## src/rtl/mprj_io_cfg_loader_if.sv

```systemverilog
// Bundle between the system-control registers and the I/O loader engine.
// The register file (master side) answers cfg_rd_idx with cfg_rd_data combinationally.
interface mprj_io_cfg_loader_if #(
    parameter int NUM_PADS = 38,
    parameter int CFG_BITS = 13,
    parameter int DIV_W    = 8
);
    localparam int IDX_W = (NUM_PADS > 1) ? $clog2(NUM_PADS) : 1;

    logic                start;
    logic [DIV_W-1:0]    clkdiv;
    logic [IDX_W-1:0]    cfg_rd_idx;
    logic [CFG_BITS-1:0] cfg_rd_data;
    logic                busy;
    logic                done;
    logic                mprj_io_loader_resetn;
    logic                mprj_io_loader_clock;
    logic                mprj_io_loader_data;

    modport master (
        output start, clkdiv, cfg_rd_data,
        input  cfg_rd_idx, busy, done,
        input  mprj_io_loader_resetn, mprj_io_loader_clock, mprj_io_loader_data
    );

    modport slave (
        input  start, clkdiv, cfg_rd_data,
        output cfg_rd_idx, busy, done,
        output mprj_io_loader_resetn, mprj_io_loader_clock, mprj_io_loader_data
    );
endinterface

```

## src/rtl/mprj_io_cfg_loader.sv

```systemverilog
// Serial loader for the user-project pad configuration chain: clear, then shift each
// pad word MSB-first, last pad first. Optional abort input: MPRJ_IO_LOADER_ABORT_EN.
module mprj_io_cfg_loader #(
    parameter int NUM_PADS = 38,
    parameter int CFG_BITS = 13,
    parameter int DIV_W    = 8
) (
    input  logic clk,
    input  logic reset,
`ifdef MPRJ_IO_LOADER_ABORT_EN
    input  logic abort,
`endif
    mprj_io_cfg_loader_if.slave bus
);
    localparam int IDX_W = (NUM_PADS > 1) ? $clog2(NUM_PADS) : 1;
    localparam int BIT_W = (CFG_BITS > 1) ? $clog2(CFG_BITS) : 1;
    localparam logic [IDX_W-1:0] LAST_WORD = IDX_W'(NUM_PADS - 1);
    localparam logic [BIT_W-1:0] LAST_BIT  = BIT_W'(CFG_BITS - 1);

    typedef enum logic [2:0] {S_IDLE, S_CLEAR, S_FETCH, S_SHIFT, S_DONE} state_t;

    state_t              state_reg, state_next;
    logic [DIV_W-1:0]    div_reg, div_next;
    logic [DIV_W-1:0]    tick_reg, tick_next;
    logic                phase_reg, phase_next;
    logic [IDX_W-1:0]    word_reg, word_next;
    logic [IDX_W-1:0]    idx_reg, idx_next;
    logic [BIT_W-1:0]    bit_reg, bit_next;
    logic [CFG_BITS-1:0] shift_reg, shift_next;
    logic                busy_reg, busy_next;
    logic                done_reg, done_next;
    logic                resetn_reg, resetn_next;
    logic                lclk_reg, lclk_next;
    logic                ldata_reg, ldata_next;

    // Half-period timer: phase 0 is the low half, phase 1 the high half of a bit period.
    logic                half_end, period_end;
    logic [DIV_W-1:0]    tick_adv;
    logic                phase_adv;

    assign half_end   = (tick_reg == div_reg);
    assign period_end = half_end && phase_reg;
    assign tick_adv   = half_end ? '0 : tick_reg + DIV_W'(1);
    assign phase_adv  = half_end ? ~phase_reg : phase_reg;

    always_comb begin
        state_next = state_reg;
        div_next   = div_reg;
        tick_next  = tick_reg;
        phase_next = phase_reg;
        word_next  = word_reg;
        bit_next   = bit_reg;
        shift_next = shift_reg;
        case (state_reg)
            S_IDLE: begin
                if (bus.start) begin
                    state_next = S_CLEAR;
                    div_next   = bus.clkdiv;
                    word_next  = LAST_WORD;
                    tick_next  = '0;
                    phase_next = 1'b0;
                end
            end
            S_CLEAR: begin
                tick_next  = tick_adv;
                phase_next = phase_adv;
                if (period_end) state_next = S_FETCH;
            end
            S_FETCH: begin
                shift_next = bus.cfg_rd_data;
                bit_next   = LAST_BIT;
                tick_next  = '0;
                phase_next = 1'b0;
                state_next = S_SHIFT;
            end
            S_SHIFT: begin
                tick_next  = tick_adv;
                phase_next = phase_adv;
                if (period_end) begin
                    shift_next = shift_reg << 1;
                    if (bit_reg == '0) begin
                        if (word_reg == '0) begin
                            state_next = S_DONE;
                        end else begin
                            word_next  = word_reg - IDX_W'(1);
                            state_next = S_FETCH;
                        end
                    end else begin
                        bit_next = bit_reg - BIT_W'(1);
                    end
                end
            end
            S_DONE:  state_next = S_IDLE;
            default: state_next = S_IDLE;
        endcase
`ifdef MPRJ_IO_LOADER_ABORT_EN
        if (abort && (state_reg inside {S_CLEAR, S_FETCH, S_SHIFT})) state_next = S_IDLE;
`endif
        // Outputs are decoded from the next state so every port comes straight from a flop.
        busy_next   = state_next inside {S_CLEAR, S_FETCH, S_SHIFT};
        done_next   = (state_next == S_DONE);
        resetn_next = (state_next != S_CLEAR);
        lclk_next   = (state_next == S_SHIFT) && phase_next;
        ldata_next  = (state_next == S_SHIFT) && shift_next[CFG_BITS-1];
        idx_next    = (state_next == S_FETCH) ? word_next : idx_reg;
    end

    always_ff @(posedge clk) begin
        if (reset) begin
            state_reg  <= S_IDLE;
            div_reg    <= '0;
            tick_reg   <= '0;
            phase_reg  <= 1'b0;
            word_reg   <= '0;
            idx_reg    <= '0;
            bit_reg    <= '0;
            shift_reg  <= '0;
            busy_reg   <= 1'b0;
            done_reg   <= 1'b0;
            resetn_reg <= 1'b1;
            lclk_reg   <= 1'b0;
            ldata_reg  <= 1'b0;
        end else begin
            state_reg  <= state_next;
            div_reg    <= div_next;
            tick_reg   <= tick_next;
            phase_reg  <= phase_next;
            word_reg   <= word_next;
            idx_reg    <= idx_next;
            bit_reg    <= bit_next;
            shift_reg  <= shift_next;
            busy_reg   <= busy_next;
            done_reg   <= done_next;
            resetn_reg <= resetn_next;
            lclk_reg   <= lclk_next;
            ldata_reg  <= ldata_next;
        end
    end

    assign bus.cfg_rd_idx            = idx_reg;
    assign bus.busy                  = busy_reg;
    assign bus.done                  = done_reg;
    assign bus.mprj_io_loader_resetn = resetn_reg;
    assign bus.mprj_io_loader_clock  = lclk_reg;
    assign bus.mprj_io_loader_data   = ldata_reg;
endmodule

```

## src/flat_wrapper.sv

```systemverilog
// flat-port wrapper written by rule: the top's interface ports become plain ports
module mprj_io_cfg_loader_flat 
#(
    parameter int NUM_PADS = 38,
    parameter int CFG_BITS = 13,
    parameter int DIV_W    = 8
)
  (clk, reset, bus_start, bus_clkdiv, bus_cfg_rd_data, bus_cfg_rd_idx, bus_busy, bus_done, bus_mprj_io_loader_resetn, bus_mprj_io_loader_clock, bus_mprj_io_loader_data);
  mprj_io_cfg_loader_if #(.NUM_PADS(NUM_PADS), .CFG_BITS(CFG_BITS), .DIV_W(DIV_W)) bus_i ();
  input  logic clk;
  input  logic reset;
  input wire logic [$bits(bus_i.start)-1:0] bus_start;
  input wire logic [$bits(bus_i.clkdiv)-1:0] bus_clkdiv;
  input wire logic [$bits(bus_i.cfg_rd_data)-1:0] bus_cfg_rd_data;
  output wire logic [$bits(bus_i.cfg_rd_idx)-1:0] bus_cfg_rd_idx;
  output wire logic [$bits(bus_i.busy)-1:0] bus_busy;
  output wire logic [$bits(bus_i.done)-1:0] bus_done;
  output wire logic [$bits(bus_i.mprj_io_loader_resetn)-1:0] bus_mprj_io_loader_resetn;
  output wire logic [$bits(bus_i.mprj_io_loader_clock)-1:0] bus_mprj_io_loader_clock;
  output wire logic [$bits(bus_i.mprj_io_loader_data)-1:0] bus_mprj_io_loader_data;
  assign bus_i.start = bus_start;
  assign bus_i.clkdiv = bus_clkdiv;
  assign bus_i.cfg_rd_data = bus_cfg_rd_data;
  assign bus_cfg_rd_idx = bus_i.cfg_rd_idx;
  assign bus_busy = bus_i.busy;
  assign bus_done = bus_i.done;
  assign bus_mprj_io_loader_resetn = bus_i.mprj_io_loader_resetn;
  assign bus_mprj_io_loader_clock = bus_i.mprj_io_loader_clock;
  assign bus_mprj_io_loader_data = bus_i.mprj_io_loader_data;
  mprj_io_cfg_loader #(.NUM_PADS(NUM_PADS), .CFG_BITS(CFG_BITS), .DIV_W(DIV_W)) u_core (.clk(clk), .reset(reset), .bus(bus_i));
endmodule
```

## config.mk

```make
export PLATFORM = sky130hd
export DESIGN_NAME = mprj_io_cfg_loader_flat
export DESIGN_NICKNAME = d
export VERILOG_FILES = /design/src/rtl/mprj_io_cfg_loader_if.sv /design/src/rtl/mprj_io_cfg_loader.sv /design/src/flat_wrapper.sv
export SDC_FILE = /design/constraint.sdc
export NUM_CORES = 1
export LEC_CHECK = 0
export ABC_CLOCK_PERIOD_IN_PS = 3300
export BUFFER_PORTS_ARGS = -buffer_cell sky130_fd_sc_hd__buf_4
export CORE_MARGIN = 2
export CORE_UTILIZATION = 25
export DETAILED_ROUTE_END_ITERATION = 10
export GPL_TIMING_DRIVEN = 0
export SYNTH_ARGS = -nofsm -noshare
export SYNTH_HDL_FRONTEND = slang
export SYNTH_SLANG_ARGS = --single-unit
```

## constraint.sdc

```tcl
create_clock -name clk -period 3.3 [get_ports clk]
set_clock_uncertainty 0.1 [all_clocks]
set_input_delay 0.165 -clock clk [delete_from_list [all_inputs] [get_ports clk]]
set_output_delay 0.165 -clock clk [all_outputs]
set_load 0.005 [all_outputs]
```

==> impl_metrics.yaml, run 1 <==
status:
  run_status: "completed"
synth:
  synth_flop_cell: "dfxtp_1"
  netlist.area_leader.share: 0.435
  synth.most_common_cell: "dfxtp_1"
  postSynth.asyncResetShare: 0
  synthTopCellsByCount: "dfxtp_1 (54), nand2_1 (48), a21oi_1 (26)"
  synth_fp_nets: 321
  synth_cell_type_count: 49
  ys_seq_area_frac: 0.435
  synth_cells: 292
  avgSynthCellArea_sq_um: 8.52
  yosys.area.top_type: "dfxtp_1"
  synth_edf_count: 0
  synth_area_sq_um: 2490
  yosysWarnings: 0
  synth-seq-cells: 54
  synthTopCellsByArea: "dfxtp_1 (43%), nand2_1 (7.2%), a21oi_1 (5.2%)"
clock_network:
  cts_tree: "done"
  clock_latency_ns: 0.31
  htreeDepth: 2
  post_cts_resize_count: 0
  cts.reportedPaths.clkPinSlew_ns: 0.10
  cts_buffer_depth: 2
  cts.sinks: 54
  root_buffer: "clkbuf_8"
  numCtsBuffers: 5
final_layout:
  drive_above_1_share: 0.191
  fin_nets: 369
  antenna-diode-count: 0
  largest_reg_flops: 13
  areaGrowthSynthToFinish_pct: 23.4
  design_area_sq_um: 3070
  fin_util: 0.316
sta:
  whs_ns: 0.0130
  timing.final.ws_setup_ns: 0.267
  fmax_mhz: 330
  finalHoldViolations: 0
  tightest_slew_ns: 0.678
  slew_headroom: 0.548
  setup_viol: 0
  layout_min_cycle_time_ns: 3.03
  fin_tns_setup_ns: 0
  rsz0062_at_grt: "no"
  slew_viol_final: 0
  finalCritPeriodShare: 0.919
worst_setup_path:
  cp.required_ns: 3.36
  worstSetupEndpointType: "flop"
  cpMaxStageDelayCell: "dfxtp_1"
  cp_max_fo: 8
  timing_worst_setup_path_type: "reg -> reg"
  max_stage_delay_ns: 0.46
  r2r-start: "u_core.tick_reg[2]"
  arrival_ns: 3.09
  start_kind: "flop"
  crit_cells: 10
  path_delay_family: "simple AND/OR/NAND/NOR gates"
  crit_start: "u_core.tick_reg[2]"
  r2r_cells: 10
  crit_chain: "xor2_1 > nor4_1 > nand2_1 > inv_1 > ha_1 > and2_1 > nand3_1 > o31a_1 > a211oi_1 > a211oi_1"
  worst-path-buf-inv: 1
  cp_common_cell: "a211oi_1"
worst_hold_path:
  min_from: "bus_clkdiv[1]"
  hold_class: "in -> reg"
  hold_depth: 3
global_route:
  antenna_found_initial: 0
  grt_pass1_vias: 2080
  grt_max_degree: 16
  grt_first_pass_wirelength_um: 9880
  grt_usage: 0.112
  grt_overflow: 0
power:
  p_leak_nw: 1.18
  vdd_drop_max_uv: 157
  p_per_area_nw_per_um2: 396
floorplan:
  io_pins: 35
  start_util: 0.256
  die_y_um: 104
  num_rows: 36
  core_sq_um: 9730
  die_w_um: 104
  die-area_sq_um: 10800
placed_design:
  numPortBuffers: 34
  gp_congestion: 0.771
  dpl-instance-area_sq_um: 2910
  dpl.hpwl_um: 4280
  pre_cts_ws_ns: 0.320
routing:
  routed_via_density: 4.55
  routedWlPerCell_um: 12.5
  vias: 2159
  drt_iter0_drc: 102
  wl_um: 5900
  ant_nets: 0
  dr.pass1.iters: 4
  remaining_drc_errors: 0
flow_run:
  maxCapViolCount: 0
==> cells by family (layout without fill, tap and decap cells) <==
logic type                 after synthesis  in the layout  synth area share
DFF                                     54             54             0.435
buffers and inverters                   26             75            0.0503
adders and majority gates                5              5            0.0252
muxes                                    2              2           0.00905
and+or+nand+nor                        125            125             0.247
AOI/OAI and AO/OA                       67             67             0.188
xor gates and xnor gates                13             13            0.0458
==> metal layers <==
metal  vias to the layer above  wire length (um)  GRT usage
li1                       1115                 -          -
met1                      1009              2830      0.141
met5                         -                 0          0
met3                         6               227     0.0346
met4                         0                50     0.0261
met2                        29              2790      0.188
==> cells in the final DEF (no fill, tap or decap), types with 2 or more instances in the layout <==
cell type | Yosys | routed
a211oi_1 | 5 | 5
a211oi_2 | 4 | 4
a21o_1 | 2 | 2
a21oi_1 | 26 | 26
a22oi_1 | 13 | 13
and2_0 | 2 | 2
and2_1 | 2 | 2
and3_1 | 4 | 4
buf_2 | 6 | 6
buf_4 | 1 | 35
clkbuf_1 | 7 | 8
clkbuf_8 | 0 | 6
dfxtp_1 | 54 | 54
dlygate4sd3_1 | 0 | 7
ha_1 | 5 | 5
inv_1 | 10 | 10
mux2_2 | 2 | 2
nand2_1 | 48 | 48
nand2b_1 | 3 | 3
nand3_1 | 9 | 9
nand4_1 | 2 | 2
nor2_1 | 22 | 22
nor2_2 | 4 | 4
nor2b_1 | 4 | 4
nor3_1 | 8 | 8
nor3b_1 | 2 | 2
nor4_1 | 5 | 5
o211ai_1 | 2 | 2
o21ai_0 | 6 | 6
or3_1 | 2 | 2
xnor2_1 | 2 | 2
xor2_1 | 11 | 11
==> path summary, 6_finish.rpt <==
kind                                    to  slack (ns)
hold / removal           u_core.div_reg[1]        0.01
setup / recovery  u_core.bus.cfg_rd_idx[5]        0.27
setup reg to reg  u_core.bus.cfg_rd_idx[5]        0.27
hold reg to reg        u_core.shift_reg[2]        0.36
==> metrics by stage <==
stage | cells | power (mW)
3_5_place_dp | 459 | 0.843
3_3_place_gp | 459 | 0.841
2_1_floorplan | 292 | 0.787
4_1_cts | 474 | 1.23
5_1_grt | 474 | 1.28
6_report | 474 | 1.21
==> report_power, final <==
| part | switching [mW] | leakage [nW] | internal, mW |
|---|---|---|---|
| combinational | 0.0858 | 0.698 | 0.0657 |
| sequential | 0.0139 | 0.438 | 0.669 |
| clock | 0.211 | 0.0482 | 0.170 |
==> area by class of cell <==
cell class / instances / area, sq um
fill: 1057 / 6660
clock inverter: 1 / 5.00
multi-input combinational: 212 / 1280
sequential: 54 / 1080
clock buffer: 7 / 86.3
buffer: 16 / 87.6
inverter: 10 / 37.5
tap: 133 / 166
timing repair buffer: 41 / 325
==> tightest hold or removal path, stage by stage <==
cell	delay, ns
buf_4	0.11
nand2_1	0.05
a21oi_1	0.05
==> what timing repair did <==
action | in CTS | in global routing
buffers inserted | 0 | 0
endpoints found under the hold margin | 7 | 0
hold buffers | 7 | 0
(Power assumes the default switching activity.)
==> run 2, diff against run 1 <==
--- a/config.mk
+++ b/config.mk
@@ -5,6 +5,7 @@
 export SDC_FILE = /design/constraint.sdc
 export NUM_CORES = 1
 export LEC_CHECK = 0
+export ABC_AREA = 1
 export ABC_CLOCK_PERIOD_IN_PS = 3300
 export BUFFER_PORTS_ARGS = -buffer_cell sky130_fd_sc_hd__buf_4
 export CORE_MARGIN = 2
==> run 2 against run 1 <==
First-iteration DRC count up 7.8%. Hold slack lost 0.0056 ns. Cell count rose by 16%. Total power up 4.7%. Non-clock buffer count decreased by 11. Sequential cell count did not move. Sequential share of layout area shrank 1.5 points. Critical path type unchanged. Largest power group unchanged.
==> impl_metrics.yaml, run 2 <==
global_route:
  grt_usage: 0.116
  grt_overflow: 0
  grt_first_pass_wirelength_um: 10800
  grt_pass1_vias: 2422
  antenna_found_initial: 0
  grt_max_degree: 17
floorplan:
  start_util: 0.258
  die_w_um: 107
  io_pins: 35
  core_sq_um: 10300
  die_y_um: 107
  die-area_sq_um: 11500
  num_rows: 37
sta:
  slew_viol_final: 0
  timing.final.ws_setup_ns: 0.774
  finalHoldViolations: 0
  setup_viol: 0
  fmax_mhz: 396
  whs_ns: 0.00737
  layout_min_cycle_time_ns: 2.53
  tightest_slew_ns: 0.534
  finalCritPeriodShare: 0.765
  fin_tns_setup_ns: 0
  slew_headroom: 0.644
  rsz0062_at_grt: "no"
power:
  power_mw: 1.27
  p_per_area_nw_per_um2: 396
  vdd_drop_max_uv: 245
  p_leak_nw: 1.38
clock_network:
  cts.reportedPaths.clkPinSlew_ns: 0.11
  post_cts_buffers: 0
  numCtsBuffers: 5
  htreeDepth: 2
  root_buffer: "clkbuf_8"
  post_cts_resize_count: 0
  clock_latency_ns: 0.32
  cts_tree: "done"
  cts_buffer_depth: 2
  ctsHoldBuffers: 1
  cts.sinks: 54
placed_design:
  pre_cts_ws_ns: 0.755
  gp_congestion: 0.835
  numPortBuffers: 34
  dpl-instance-area_sq_um: 3090
  place_inst: 542
  dpl.hpwl_um: 4770
final_layout:
  stdcell_count: 551
  largest_reg_flops: 13
  areaGrowthSynthToFinish_pct: 20.4
  fin_nets: 443
  fillCellCount: 1123
  layout_common_cells: "nand2_1 (81), dfxtp_1 (54), nor2_1 (50), inv_1 (37), buf_4 (37)"
  antenna-diode-count: 0
  drive_above_1_share: 0.186
  final_common_cell: "nand2_1"
  fin_util: 0.311
  design_area_sq_um: 3210
routing:
  met3_length_um: 170
  routedWlPerCell_um: 11.2
  remaining_drc_errors: 0
  ant_nets: 0
  routed_via_density: 4.39
  vias: 2421
  wirelength_met1_um: 3040
  drt_iter0_drc: 110
  wl_met2_um: 2870
  dr.pass1.iters: 4
  wl_um: 6180
  top_layer_used: "met4"
worst_setup_path:
  cp.required_ns: 3.39
  worstSetupEndpointType: "flop"
  r2r-start: "u_core.tick_reg[1]"
  start_kind: "flop"
  arrival_ns: 2.62
  cp_max_fo: 7
  r2r_cells: 10
  rr_endpoint: "u_core.bus.cfg_rd_idx[2]"
  timing_worst_setup_path_type: "reg -> reg"
  r2r_slack_ns: 0.77
worst_hold_path:
  whs_endpoint: "u_core.div_reg[4]"
  hold_class: "in -> reg"
  hold_depth: 3
  min_from: "bus_clkdiv[4]"
synth:
  synth_flop_cell: "dfxtp_1"
  synth_fp_nets: 401
  synth_area_sq_um: 2660
  yosys.area.top_type: "dfxtp_1"
  avgSynthCellArea_sq_um: 7.16
  postSynth.asyncResetShare: 0
  synthTopCellsByArea: "dfxtp_1 (41%), nand2_1 (11%), nor2_1 (7.0%)"
  synth_cells: 372
  synth_edf_count: 0
  synth_cell_type_count: 38
  synthTopCellsByCount: "nand2_1 (81), dfxtp_1 (54), nor2_1 (50)"
  yosysWarnings: 0
  synth.most_common_cell: "nand2_1"
  synth-seq-cells: 54
  ys_seq_area_frac: 0.406
  netlist.area_leader.share: 0.406
status:
  run_status: "completed"
flow_run:
  maxCapViolCount: 0
==> run 2: logic make-up after synthesis <==
| group | count (synthesis) | synth area share |
|---|---|---|
| compound gates | 59 | 0.125 |
| xor+xnor | 7 | 0.0230 |
| fa+ha+maj | 5 | 0.0235 |
| buf+inv | 56 | 0.0897 |
| flops | 54 | 0.406 |
| simple gates | 191 | 0.333 |
==> run 2: area by class of cell <==
cell class / count / area, sq um / area share
buffer: 11 / 62.6 / 0.0195
clock buffer: 5 / 68.8 / 0.0215
clock inverter: 3 / 40.0 / 0.0125
inverter: 45 / 176 / 0.0550
multi-input combinational: 262 / 1340 / 0.419
sequential: 54 / 1080 / 0.337
tap: 136 / 170 / 0.0530
timing repair buffer: 35 / 265 / 0.0827
==> run 2: worst max-delay path by stage <==
stage,startpoint,to,cells past startpoint,slack (ns)
floorplan,u_core.tick_reg[1],u_core.bus.cfg_rd_idx[5],14,1.18
global placement,u_core.tick_reg[1],u_core.bus.cfg_rd_idx[2],10,0.77
detailed placement,u_core.tick_reg[1],u_core.bus.cfg_rd_idx[2],10,0.75
CTS,u_core.tick_reg[1],u_core.bus.cfg_rd_idx[2],10,0.73
global route,u_core.tick_reg[1],u_core.bus.cfg_rd_idx[2],10,0.52
finish,u_core.tick_reg[1],u_core.bus.cfg_rd_idx[2],10,0.77
==> run 2: critical path, cell delays in order, from the launching register on <==
cell and delay, ns:
dfxtp_1 0.36, or2_2 0.28, a21oi_1 0.16, nand3_1 0.15, inv_1 0.11, ha_1 0.31, inv_1 0.10, nor2_1 0.31
nand3_1 0.19, a21oi_1 0.24, a21oi_1 0.10
==> run 2: report_power, final <==
group	switching [mW]	leakage [nW]	internal [mW]	total [mW]
Sequential	0.0139	0.439	0.670	0.683
Combinational	0.0806	0.879	0.0596	0.140
Clock	0.225	0.0579	0.224	0.448
Total	0.319	1.38	0.953	1.27
==> run 2: metal layers <==
layer | up-vias | track usage
li1 | 1293 | -
met1 | 1082 | 0.148
met2 | 38 | 0.196
met3 | 8 | 0.0213
met4 | 0 | 0.0380
met5 | - | 0
